--- config.mk ---
export PLATFORM = sky130hd
export DESIGN_NAME = tn_uart_tx
export DESIGN_NICKNAME = d
export VERILOG_FILES = /design/src/rtl/tn_uart_tx.sv
export SDC_FILE = /design/constraint.sdc
export NUM_CORES = 1
export LEC_CHECK = 0
export ABC_AREA = 1
export CAP_MARGIN = 20
export CELL_PAD_IN_SITES_DETAIL_PLACEMENT = 0
export CELL_PAD_IN_SITES_GLOBAL_PLACEMENT = 2
export CORE_ASPECT_RATIO = 0.9
export CORE_UTILIZATION = 33
export CTS_BUF_LIST = sky130_fd_sc_hd__clkbuf_4
export CTS_CLUSTER_SIZE = 30
export DETAILED_ROUTE_END_ITERATION = 16
export GPL_TIMING_DRIVEN = 0
export PLACE_DENSITY = 0.94
export SYNTH_ARGS = -nofsm -noshare
export SYNTH_HDL_FRONTEND = slang
export SYNTH_SLANG_ARGS = --single-unit
export TNS_END_PERCENT = 1
--- constraint.sdc ---
create_clock -name clk -period 3 [get_ports clk]
set_input_delay 0.45 -clock clk [delete_from_list [all_inputs] [get_ports clk]]
set_output_delay 0.45 -clock clk [all_outputs]
set_load 0.02 [all_outputs]
--- src/rtl/tn_uart_tx.sv ---
// tn_uart_tx: serv dbus UART transmitter, 8N1, with a circular TX FIFO.
// Defining TN_UART_DIVREG_EN adds a writable divisor register at offset 0x8.
module tn_uart_tx #(
    parameter int DIV   = 234,
    parameter int DEPTH = 8
) (
    input  logic        clk,
    input  logic        i_rst,
    input  logic [31:0] i_dbus_adr,
    input  logic [31:0] i_dbus_dat,
    input  logic [3:0]  i_dbus_sel,
    input  logic        i_dbus_we,
    input  logic        i_dbus_cyc,
    output logic [31:0] o_dbus_rdt,
    output logic        o_dbus_ack,
    output logic        o_tx,
    output logic        o_irq
);
    localparam int AW = $clog2(DEPTH);
    localparam logic [AW:0] FULL_CNT = (AW+1)'(DEPTH);

    typedef enum logic [1:0] {IDLE, START, DATA, STOP} state_t;

    state_t        state;
    logic [7:0]    mem [DEPTH];
    logic [AW-1:0] wptr, rptr;
    logic [AW:0]   count;
    logic [15:0]   cnt, div_reg, div_cur;
    logic [7:0]    sh;
    logic [2:0]    bitn;
    logic          ovf, acc, full, empty, busy, push, pop, wr_ok, unused;
    logic [1:0]    reg_sel;
    logic [31:0]   rd, div_rd;

    assign reg_sel = i_dbus_adr[3:2];
    assign acc     = i_dbus_cyc && !o_dbus_ack;
    assign full    = count == FULL_CNT;
    assign empty   = count == '0;
    assign busy    = state != IDLE;
    assign push    = acc && i_dbus_we && reg_sel == 2'd0 && i_dbus_sel[0];
    assign pop     = !empty && (state == IDLE || (state == STOP && cnt == '0));
    assign wr_ok   = push && (!full || pop);
    assign o_irq   = empty && !busy;
    assign rd      = reg_sel == 2'd1 ? {24'b0, 4'(count), ovf, busy, empty, full} :
                     reg_sel == 2'd2 ? div_rd : '0;
    assign unused  = &{1'b0, i_dbus_adr[31:4], i_dbus_adr[1:0], i_dbus_dat[31:8], i_dbus_sel[3:1]};

`ifdef TN_UART_DIVREG_EN
    logic [15:0] div_wr;
    assign div_wr = {i_dbus_sel[1] ? i_dbus_dat[15:8] : div_reg[15:8],
                     i_dbus_sel[0] ? i_dbus_dat[7:0]  : div_reg[7:0]};
    assign div_rd = {16'b0, div_reg};
    // The programmed divisor takes effect only at the next frame start.
    always_ff @(posedge clk or posedge i_rst)
        if (i_rst) begin
            div_reg <= 16'(DIV);
            div_cur <= 16'(DIV);
        end else begin
            if (acc && i_dbus_we && reg_sel == 2'd2) div_reg <= div_wr < 16'd2 ? 16'd2 : div_wr;
            if (pop) div_cur <= div_reg;
        end
`else
    assign div_reg = 16'(DIV);
    assign div_cur = 16'(DIV);
    assign div_rd  = '0;
`endif

    always_ff @(posedge clk or posedge i_rst)
        if (i_rst) begin
            o_dbus_ack <= 1'b0;
            o_dbus_rdt <= '0;
            ovf        <= 1'b0;
        end else begin
            o_dbus_ack <= acc;
            if (acc) o_dbus_rdt <= i_dbus_we ? '0 : rd;
            if (push && full && !pop) ovf <= 1'b1;
            else if (acc && !i_dbus_we && reg_sel == 2'd1) ovf <= 1'b0;
        end

    always_ff @(posedge clk)
        if (wr_ok) mem[wptr] <= i_dbus_dat[7:0];

    always_ff @(posedge clk or posedge i_rst)
        if (i_rst) begin
            wptr  <= '0;
            rptr  <= '0;
            count <= '0;
        end else begin
            wptr  <= wptr + AW'(wr_ok);
            rptr  <= rptr + AW'(pop);
            count <= count + (AW+1)'(wr_ok) - (AW+1)'(pop);
        end

    // A pop always enters START, whether from IDLE or straight out of STOP.
    always_ff @(posedge clk or posedge i_rst)
        if (i_rst) begin
            state <= IDLE;
            o_tx  <= 1'b1;
            cnt   <= '0;
            sh    <= '0;
            bitn  <= '0;
        end else if (pop) begin
            state <= START;
            o_tx  <= 1'b0;
            sh    <= mem[rptr];
            cnt   <= div_reg - 16'd1;
        end else if (busy) begin
            if (cnt != '0) begin
                cnt <= cnt - 16'd1;
            end else begin
                cnt <= div_cur - 16'd1;
                if (state == START) begin
                    state <= DATA;
                    o_tx  <= sh[0];
                    sh    <= sh >> 1;
                    bitn  <= '0;
                end else if (state == DATA && bitn != 3'd7) begin
                    o_tx  <= sh[0];
                    sh    <= sh >> 1;
                    bitn  <= bitn + 3'd1;
                end else if (state == DATA) begin
                    state <= STOP;
                    o_tx  <= 1'b1;
                end else begin
                    state <= IDLE;
                    o_tx  <= 1'b1;
                end
            end
        end
endmodule

### Yosys cells after proc, flatten, opt, wreduce, memory -nomap -nowiden

Memory sizes are Yosys's and may differ from the RTL's.
Cells that the tools add are included.
Widths: inputs -> output; s select.

* register bits: 74
* RAM bits: 64
* input bits: 72
* output and inout port bits: 35
* logic and storage cells: 90
* memories kept: 1

* $add $sub $neg: 6
* eq/ne operators: 8
* mux-type cells: 27
* bitwise operators: 2
* reduce and logical (&&, ||, !) cells: 35

Memories
* mem: words 8, width 8, rd ports 1, clocked after memory_dff 0, wr ports 1, line 25 `logic [7:0] mem [DEPTH];`

Operator list (count)
* $mux 8: 7
* $mux 16: 3
* $logic_not 16->1: 1
* $reduce_bool 16->1: 1
* $sub 16x1->16 const B: 1
* $logic_and 1x1->1: 13
* $mux 2: 6
* $mux 1: 9
* $reduce_bool 2->1: 4
* $add 3x1->3: 2
* $logic_not 1->1: 6
* $mux 3: 2
* $ne 3x3->1 const B: 2
* $reduce_and 3->1: 2
* $add 4x1->4: 1
* $eq 2x1->1 const B: 2
* $eq 2x2->1 const B: 2
* $eq 4x4->1 const B: 1
* $logic_not 2->1: 2
* $logic_not 4->1: 1
* $reduce_and 4->1: 1
* $sub 4x1->4: 1
* $add 3x1->3 const B: 1
* $reduce_bool 3->1: 1
* other kinds (4): 6

### Longest topological paths before layout

Gate-level depths: netlist of run 1.

* depth after elaboration: 8
* depth in mapped cells: 15
* depth with buffers taken out: 15

### Worst setup path before layout of run 1

No wires, ideal clock.

* path kind: flip-flop to flip-flop
* start point: register cnt[0]
* end point: register count[2]
* setup time: 0.123 ns
* arrival: 2.282 ns
* required time: 2.877 ns
* setup slack: 0.595 ns
* stages on the path, launching flop included: 16
* buffers on the path: 0
* period minus slack after synthesis: 2.405 ns
* path through: dfrtp_1 -> inv_1 -> ha_1 -> nand2_1 -> nor2_1 -> nand3_1 -> nand2_4 -> nand2_4 -> a21oi_4 -> inv_1 -> ha_1 -> inv_1 -> ha_1 -> inv_1 -> fa_1 -> xnor2_1

* cells in the longest elaborated chain, start to end: 8

RTL lines
* from (decl): line 28 `logic [15:0] cnt, div_reg, div_cur;`
* from (signal assigned): line 106 `cnt <= div_reg - 16'd1;`
* from (signal assigned): line 109 `cnt <= cnt - 16'd1;`
* from (signal assigned): line 111 `cnt <= div_cur - 16'd1;`
* $logic_not 16->1 (*): line 41 `assign pop = !empty && (state == IDLE || (state == STOP && cnt == '0));`
* $logic_and 1x1->1 (*): line 41
* $logic_or 1x1->1 (*): line 41
* $logic_and 1x1->1 (*): line 41
* $logic_or 1x1->1: line 42 `assign wr_ok = push && (!full || pop);`
* $logic_and 1x1->1: line 42
* $add 4x1->4: line 91 `count <= count + (AW+1)'(wr_ok) - (AW+1)'(pop);`
* $sub 4x1->4 (*): line 91
* to (signal assigned): line 91
* to (decl): line 27 `logic [AW:0] count;`

Every way passes the cells marked *; elsewhere a longest branch is shown, timed or not.
A chain may end at the register's enable or synchronous reset.

### Final worst setup path of run 1

* start point: register state[1]
* end point: register count[2]

* cells in the longest elaborated chain, start to end: 8
* elaborated cells on any way between the ends: 9
* classes of those cells: add/sub (2); eq/ne (1); reduce/logical (6)

RTL lines
* from (decl): line 24 `state_t state;`
* from (signal assigned): line 97 `state <= IDLE;`
* from (signal assigned): line 103 `state <= START;`
* from (signal assigned): line 113 `state <= DATA;`
* $eq 2x2->1: line 41
* $logic_and 1x1->1: line 41
* $logic_or 1x1->1 (*): line 41
* $logic_and 1x1->1 (*): line 41
* $logic_or 1x1->1: line 42
* $logic_and 1x1->1: line 42
* $add 4x1->4: line 91
* $sub 4x1->4 (*): line 91

Marked as above.

==> flow_summary_export.csv, run 1 <==
group,metric,value,unit
timing,finalHoldViolations,0,
worst_setup_path,worstPathRequired,3.42,ns
grt,grt_usage,14.36,%
placed_design,gp_congestion,0.7822,
die,io_pins,107,
timing,fin_crit_sh,90.79,%
cells_and_area,n_fill_cell,1612,
cells_and_area,final_area,6506,µm²
clock_network,cts_sinks,114,
worst_setup_path,path_class,"flip-flop to flip-flop",
clock_network,insertion_delay,0.53,ns
synthesis,synth_edf_count,64,
timing,fin_tns_setup,0,ns
timing,tightest_slew,0.9905,ns
die,die_x,139.2,µm
grt,antenna_found_initial,1,
cells_and_area,final_common_cell,"nand2_1",
synthesis,synth_area,5588,µm²
die,die_h,125.5,µm
cells_and_area,layout.cells.non_filler,903,
route,ant_nets,0,
grt,grt_pass1_vias,3834,
clock_network,htreeDepth,4,
worst_setup_path,worstPathArrival,3.15,ns
synthesis,ys_warn_count,0,
synthesis,avgSynthCellArea,9.101,µm²
route,routed_wl,11590,µm
timing,layout_setup_ws,0.2763,ns
timing,period_minus_slack,2.724,ns
die,initial_core_util,34.18,%
synthesis,synth-async-reset-ratio,43.86,%
cells_and_area,syn2layout_area_growth,16.44,%
run,drv_cap,0,
timing,rsz0062_at_grt,"no",
placed_design,place_inst,870,
clock_network,post-cts-setup-buffers,0,
cells_and_area,nets,773,
synthesis,yosysSeqAreaShare,56.81,%
worst_setup_path,worstReg2RegEnd,"count[2]$_DFF_PP0_",
route,drt-initial-drc-count,307,
worst_setup_path,crit_path_start_kind,"flip-flop",
synthesis,synth_flop_cell,"edfxtp_1",
clock_network,numCtsBuffers,17,
grt,grt_pass1_wl,19160,µm
route,avgViaCountPerCell,4.460,
timing,slew_headroom,33.72,%
cells_and_area,drive_gt1_share,11.37,%
worst_setup_path,reg2reg_depth,13,
die,coreArea,16350,µm²
timing,timing.final.max_slew_violations,0,
placed_design,place_area,6203,µm²
placed_design,portBuffers,25,
worst_setup_path,r2r-start,"state[1]$_DFFE_PP0P_",
synthesis,yosysUniqueCellTypes,34,
worst_hold_path,hold_class,"input port to async pin",
timing,setup_viol,0,
power_and_ir_drop,p_per_area,509.4,nW/µm²
synthesis,synth-seq-cells,114,
cells_and_area,multi_input_area,1862,µm²
timing,fmax,0.3672,GHz
power_and_ir_drop,power.total,3.314,mW
worst_setup_path,cp_max_fo,10,
power_and_ir_drop,leakagePower,3.137,nW
clock_network,cts_tree,"built",
route,drcViolationCount,5,
clock_network,root_buffer,"clkbuf_4",
route,vias,4027,
die,dieArea,17460,µm²
grt,grt_max_degree,28,
cells_and_area,ff_latch_area,3174,µm²
outcome,status,"finished, violations left",
timing,finClkSkew,0.01487,ns
cells_and_area,final_cell_mix,"nand2_1 (183), inv_1 (100), edfxtp_1 (64)",
placed_design,pre_cts_ws,-0.1111,ns
clock_network,cts_buffer_depth,2,
route,drtPass1Iterations,11,
route,routedWlPerCell,12.84,µm
grt,grt-ovfl-total,0,
worst_setup_path,rrSetupSlack,0.28,ns
power_and_ir_drop,irDropWorstVdd,0.2731,mV
synthesis,netlist_instances,614,
die,row_count,44,
outcome,violations,"DRC",
clock_network,clk_pin_slew,0.11,ns
placed_design,dp_hpwl,7899,µm
worst_setup_path,crit_path_end_kind,"flip-flop",
logic make-up after synthesis:
kind of cell	Yosys count	share of synthesized area, %
other	1	0.06711
DFF	114	56.81
xor gates and xnor gates	11	1.724
and+or+nand+nor	293	22.15
AOI/OAI and AO/OA	33	3.448
adders and majority gates	19	4.389
buffers and inverters	143	11.42
synth_stat cells (2+ instances only):
| master | count | share of area (%) |
|---|---|---|
| xor2_1 | 8 | 1.3 |
| ha_1 | 18 | 4.0 |
| o21bai_1 | 2 | 0.27 |
| nand2_4 | 2 | 0.40 |
| nand2_1 | 183 | 12 |
| inv_1 | 101 | 6.8 |
| a32o_1 | 2 | 0.36 |
| xnor2_1 | 3 | 0.47 |
| nor4_1 | 2 | 0.22 |
| dfrtp_1 | 49 | 22 |
| a21oi_1 | 6 | 0.54 |
| nand4_1 | 3 | 0.34 |
| buf_4 | 24 | 3.2 |
| nand2_2 | 4 | 0.45 |
| nor3_1 | 2 | 0.18 |
| inv_2 | 3 | 0.20 |
| nor2_1 | 38 | 2.6 |
| clkbuf_1 | 5 | 0.34 |
| nand3_1 | 53 | 4.7 |
| edfxtp_1 | 64 | 34 |
| o21ai_0 | 21 | 1.9 |
| buf_2 | 9 | 0.81 |
registers in the layout, indices dropped and copies added, names as in the netlist:
| name | cells |
|---|---|
| sh | 8 |
| rptr | 3 |
| bitn | 3 |
| o_dbus_ack | 1 |
| count | 4 |
| o_tx | 1 |
| state | 2 |
| wptr | 3 |
| cnt | 16 |
| ovf | 1 |
| o_dbus_rdt | 8 |
| mem | 64 |
cell type report:
cell class | count | share of cell area [%]
sequential | 114 | 48.79
multi-input combinational | 380 | 28.62
inverter | 105 | 6.058
timing repair buffer | 26 | 4.192
tap | 207 | 3.981
buffer | 38 | 3.750
clock inverter | 14 | 2.500
clock buffer | 18 | 2.077
antenna | 1 | 0.03846
metal layers:
layer | global-route usage (%) | up-vias | part of all wire [%]
li1 | - | 2026 | -
met1 | 18.21 | 1892 | 47
met2 | 23.26 | 91 | 46
met3 | 3.792 | 18 | 4.3
met4 | 5.948 | 0 | 2.2
met5 | 0 | - | 0
worst max-delay path by stage:
stage,startpoint,to,slack [ns],cells after the start
after global routing,state[1]$_DFFE_PP0P_,count[2]$_DFF_PP0_,0.06,13
after CTS,count[2]$_DFF_PP0_,o_irq,0.08,7
final,state[1]$_DFFE_PP0P_,count[2]$_DFF_PP0_,0.28,13
after detailed placement,i_dbus_cyc,mem[4][4]$_DFFE_PP_,-0.11,9
after global placement,i_dbus_cyc,mem[4][3]$_DFFE_PP_,-0.07,9
after floorplan,cnt[0]$_DFFE_PP0P_,count[2]$_DFF_PP0_,0.60,15
timing repair:
item | CTS | global route
hold buffers | 0 | 0
endpoints found under the setup margin | 0 | 1
gates resized for setup | 0 | 1
power by group:
group          switching, mW  internal (mW)  leakage [nW]
sequential            0.0413           1.72          1.20
combinational          0.214          0.148          1.79
clock                  0.611          0.582         0.148
metrics by stage:
stage / util (%) / hold WS [ns]
2_1_floorplan: - / 0.4422
3_3_place_gp: 37.82 / 0.4621
3_5_place_dp: 37.94 / 0.4662
4_1_cts: 39.76 / 0.2516
5_1_grt: 39.79 / 0.2898
6_report: 39.79 / 0.2644
critical path: stages, from the launching register on:
cell     delay, ns
dfrtp_1       0.47
inv_1         0.11
ha_1          0.26
inv_1         0.14
nand2_4       0.12
nand2_4       0.12
buf_2         0.26
inv_2         0.07
ha_1          0.29
inv_1         0.06
ha_1          0.15
inv_1         0.05
fa_1          0.38
xnor2_1       0.14
No activity file was read; power rests on OpenSTA's default activity.
==> run 2: changes to the inputs <==
--- a/config.mk
+++ b/config.mk
@@ -7,15 +7,14 @@
 export LEC_CHECK = 0
 export ABC_AREA = 1
 export CAP_MARGIN = 20
-export CELL_PAD_IN_SITES_DETAIL_PLACEMENT = 0
-export CELL_PAD_IN_SITES_GLOBAL_PLACEMENT = 2
 export CORE_ASPECT_RATIO = 0.9
-export CORE_UTILIZATION = 33
+export CORE_UTILIZATION = 58
 export CTS_BUF_LIST = sky130_fd_sc_hd__clkbuf_4
 export CTS_CLUSTER_SIZE = 30
 export DETAILED_ROUTE_END_ITERATION = 16
 export GPL_TIMING_DRIVEN = 0
-export PLACE_DENSITY = 0.94
+export PLACE_DENSITY = 0.95
+export SKIP_LAST_GASP = 1
 export SYNTH_ARGS = -nofsm -noshare
 export SYNTH_HDL_FRONTEND = slang
 export SYNTH_SLANG_ARGS = --single-unit
==> constraint.sdc (replaced) <==
create_clock -name clk -period 3.41 [get_ports clk]
set_input_delay 0.5115 -clock clk [delete_from_list [all_inputs] [get_ports clk]]
set_output_delay 0.5115 -clock clk [all_outputs]
set_load 0.02 [all_outputs]
==> run 2 against run 1 <==
Register-to-register slack better by 0.29 ns. Sequential power is 12% lower. Combinational power is 7.5% lower. Critical path type is now flip-flop to primary output. Via count is 9.0% higher. Design area is 1.9% lower. Routed wire length is 8.4% higher. The flow now finishes without violations. First-iteration DRC count is 53% higher. Critical path depth is 6 lower. Clock power is 17% lower. Count of clock-buffer cells in the layout is 1 higher. Largest power group unchanged. Worst setup slack better by 0.23 ns.
==> flow_summary_export.csv, run 2 (synthesized netlist as in run 1, its figures left out) <==
group,metric,value,unit
outcome,status,"finished, final reports clean",
worst_setup_path,worstReg2RegEnd,"count[1]$_DFF_PP0_",
die,dieArea,10030,µm²
run,drv_cap,0,
grt,use_met2,45.83,%
worst_hold_path,hold_class,"input port to async pin",
cells_and_area,final_cell_mix,"nand2_1 (183), inv_1 (100), edfxtp_1 (64)",
clock_network,numCtsBuffers,17,
grt,grt_pass1_wl,19980,µm
placed_design,dp_hpwl,8099,µm
grt,grt_util_met1,29.83,%
timing,fin_tns_setup,0,ns
cells_and_area,diodes,0,
die,die_h,95.12,µm
route,avgViaCountPerCell,5.372,
worst_setup_path,cp_max_fo,10,
cells_and_area,nets,773,
clock_network,cts_hold_buffers,0,
die,die_x,105.5,µm
cells_and_area,n_fill_cell,592,
route,drtPass1Iterations,6,
timing,timing.final.max_slew_violations,0,
power_and_ir_drop,leakagePower,3.121,nW
worst_setup_path,rrSetupSlack,0.57,ns
timing,period_minus_slack,2.908,ns
placed_design,portBuffers,25,
timing,whs,0.3753,ns
timing,slew_headroom,36.09,%
power_and_ir_drop,p_per_area,450.6,nW/µm²
die,coreArea,9249,µm²
grt,top_usage_layer,"met2",
die,initial_core_util,60.42,%
worst_setup_path,worstPathArrival,2.40,ns
grt,grt_max_degree,27,
cells_and_area,regMostFlops,"mem",
cells_and_area,reg.largest.list,"mem: 64 flops, cnt: 16 flops",
grt,grt_usage,26.75,%
worst_setup_path,path_class,"flip-flop to primary output",
cells_and_area,syn2layout_area_growth,14.24,%
cells_and_area,final_common_cell,"nand2_1",
worst_setup_path,crit_path_end_kind,"primary output",
worst_setup_path,crit_path_start_kind,"flip-flop",
clock_network,cts_sinks,114,
timing,tightest_slew,0.9551,ns
timing,finClkSkew,0.01780,ns
cells_and_area,drive_gt1_share,11.65,%
clock_network,cts_tree,"built",
cells_and_area,largest_register_ffs,64,
timing,rsz0062_at_grt,"no",
route,routedWlPerCell,15.39,µm
clock_network,ctsResizeCount,0,
worst_setup_path,worstPathRequired,2.90,ns
worst_setup_path,worst_path_most_repeated_cell,"inv_1",
route,ant_nets,0,
grt,met3_usage,6.699,%
clock_network,cts_buffer_depth,2,
grt,antenna_found_initial,0,
clock_network,htreeDepth,4,
worst_setup_path,cp_slowest_cell,"clkdlybuf4s50_1",
clock_network,post-cts-setup-buffers,0,
route,vias,4389,
clock_network,insertion_delay,0.51,ns
timing,setup_viol,0,
timing,fmax,0.3439,GHz
worst_setup_path,reg2reg_depth,15,
die,row_count,33,
timing,fin_crit_sh,85.28,%
worst_setup_path,cpPeakStageDelay,0.61,ns
power_and_ir_drop,irDropWorstVdd,0.4229,mV
route,routed_wl,12570,µm
route,drcViolationCount,0,
grt,grt_pass1_vias,4319,
clock_network,clk_pin_slew,0.11,ns
route,drt-initial-drc-count,469,
grt,grt-ovfl-total,0,
placed_design,gp_congestion,0.8435,
die,io_pins,107,
worst_setup_path,r2r-start,"cnt[0]$_DFFE_PP0P_",
clock_network,root_buffer,"clkbuf_4",
timing,finalHoldViolations,0,
worst_setup_path,worstPathCellList,"inv_1 > ha_1 > nand3_4 > inv_1 > nand2_2 > inv_1 > clkdlybuf4s50_1",
## run 2: cell types whose count changed in the layout (fill, tap and decap cells not counted), sizes merged
cell and change:
clkbuf +1, clkinv +1, bufinv -1, clkinvlp -1, dlymetal6s2s -1, diode -1, clkdlybuf4s50 +1
## run 2: stage by stage
stage / power (mW) / util [%] / worst slack (ns) / area [µm²] / std cells
floorplan: 1.804 / - / 0.9840 / 5674 / 637
global placement: 1.871 / 65.71 / 0.3943 / 6077 / 784
detailed placement: 1.915 / 66.00 / 0.2020 / 6105 / 785
CTS: 2.873 / 69.02 / 0.4925 / 6384 / 817
global route: 2.977 / 69.02 / 0.3874 / 6384 / 817
finish: 2.877 / 69.02 / 0.5020 / 6384 / 817
## run 2: power by group
part           internal (mW)  switching (mW)  total [mW]
Combinational          0.133           0.202       0.335
Sequential              1.51          0.0426        1.55
Clock                  0.451           0.537       0.988
Total                   2.10           0.781        2.88
## run 2: critical path, delay by kind of cell, from the launching register on
family        cells  cell delay [ns]
flops             1             0.40
buf+inv           4             0.97
simple gates      2             0.29
fa+ha+maj         1             0.21
## run 2: worst max path at each step
stage / from / end / slack (ns)
finish: count[2]$_DFF_PP0_ / o_irq / 0.50
global route: count[2]$_DFF_PP0_ / o_irq / 0.39
CTS: count[2]$_DFF_PP0_ / o_irq / 0.49
detailed placement: i_dbus_cyc / count[1]$_DFF_PP0_ / 0.20
global placement: i_dbus_cyc / count[2]$_DFF_PP0_ / 0.39
floorplan: i_dbus_cyc / count[2]$_DFF_PP0_ / 0.98
## run 2: per-layer routing
metal	wire length, µm	share of wire [%]
met1	4653	37
met2	6320	50
met3	1012	8.1
met4	584	4.6
met5	0	0
## run 2: area by class of cell
cell class                 instances  area, µm²  area share [%]
timing repair buffer              26      277.8           4.351
tap                              122      152.6           2.391
multi-input combinational        380       1862           29.17
clock buffer                      19      142.6           2.234
sequential                       114       3174           49.73
buffer                            38      244.0           3.822
clock inverter                    13      136.4           2.136
inverter                         105      394.1           6.174
==> run 3: changes to the inputs <==
--- a/config.mk
+++ b/config.mk
@@ -18,4 +18,4 @@
 export SYNTH_ARGS = -nofsm -noshare
 export SYNTH_HDL_FRONTEND = slang
 export SYNTH_SLANG_ARGS = --single-unit
-export TNS_END_PERCENT = 1
+export TNS_END_PERCENT = 10
==> results of run 3 <==
No change in the layout: final DEF, timing and power equal those of run 2.
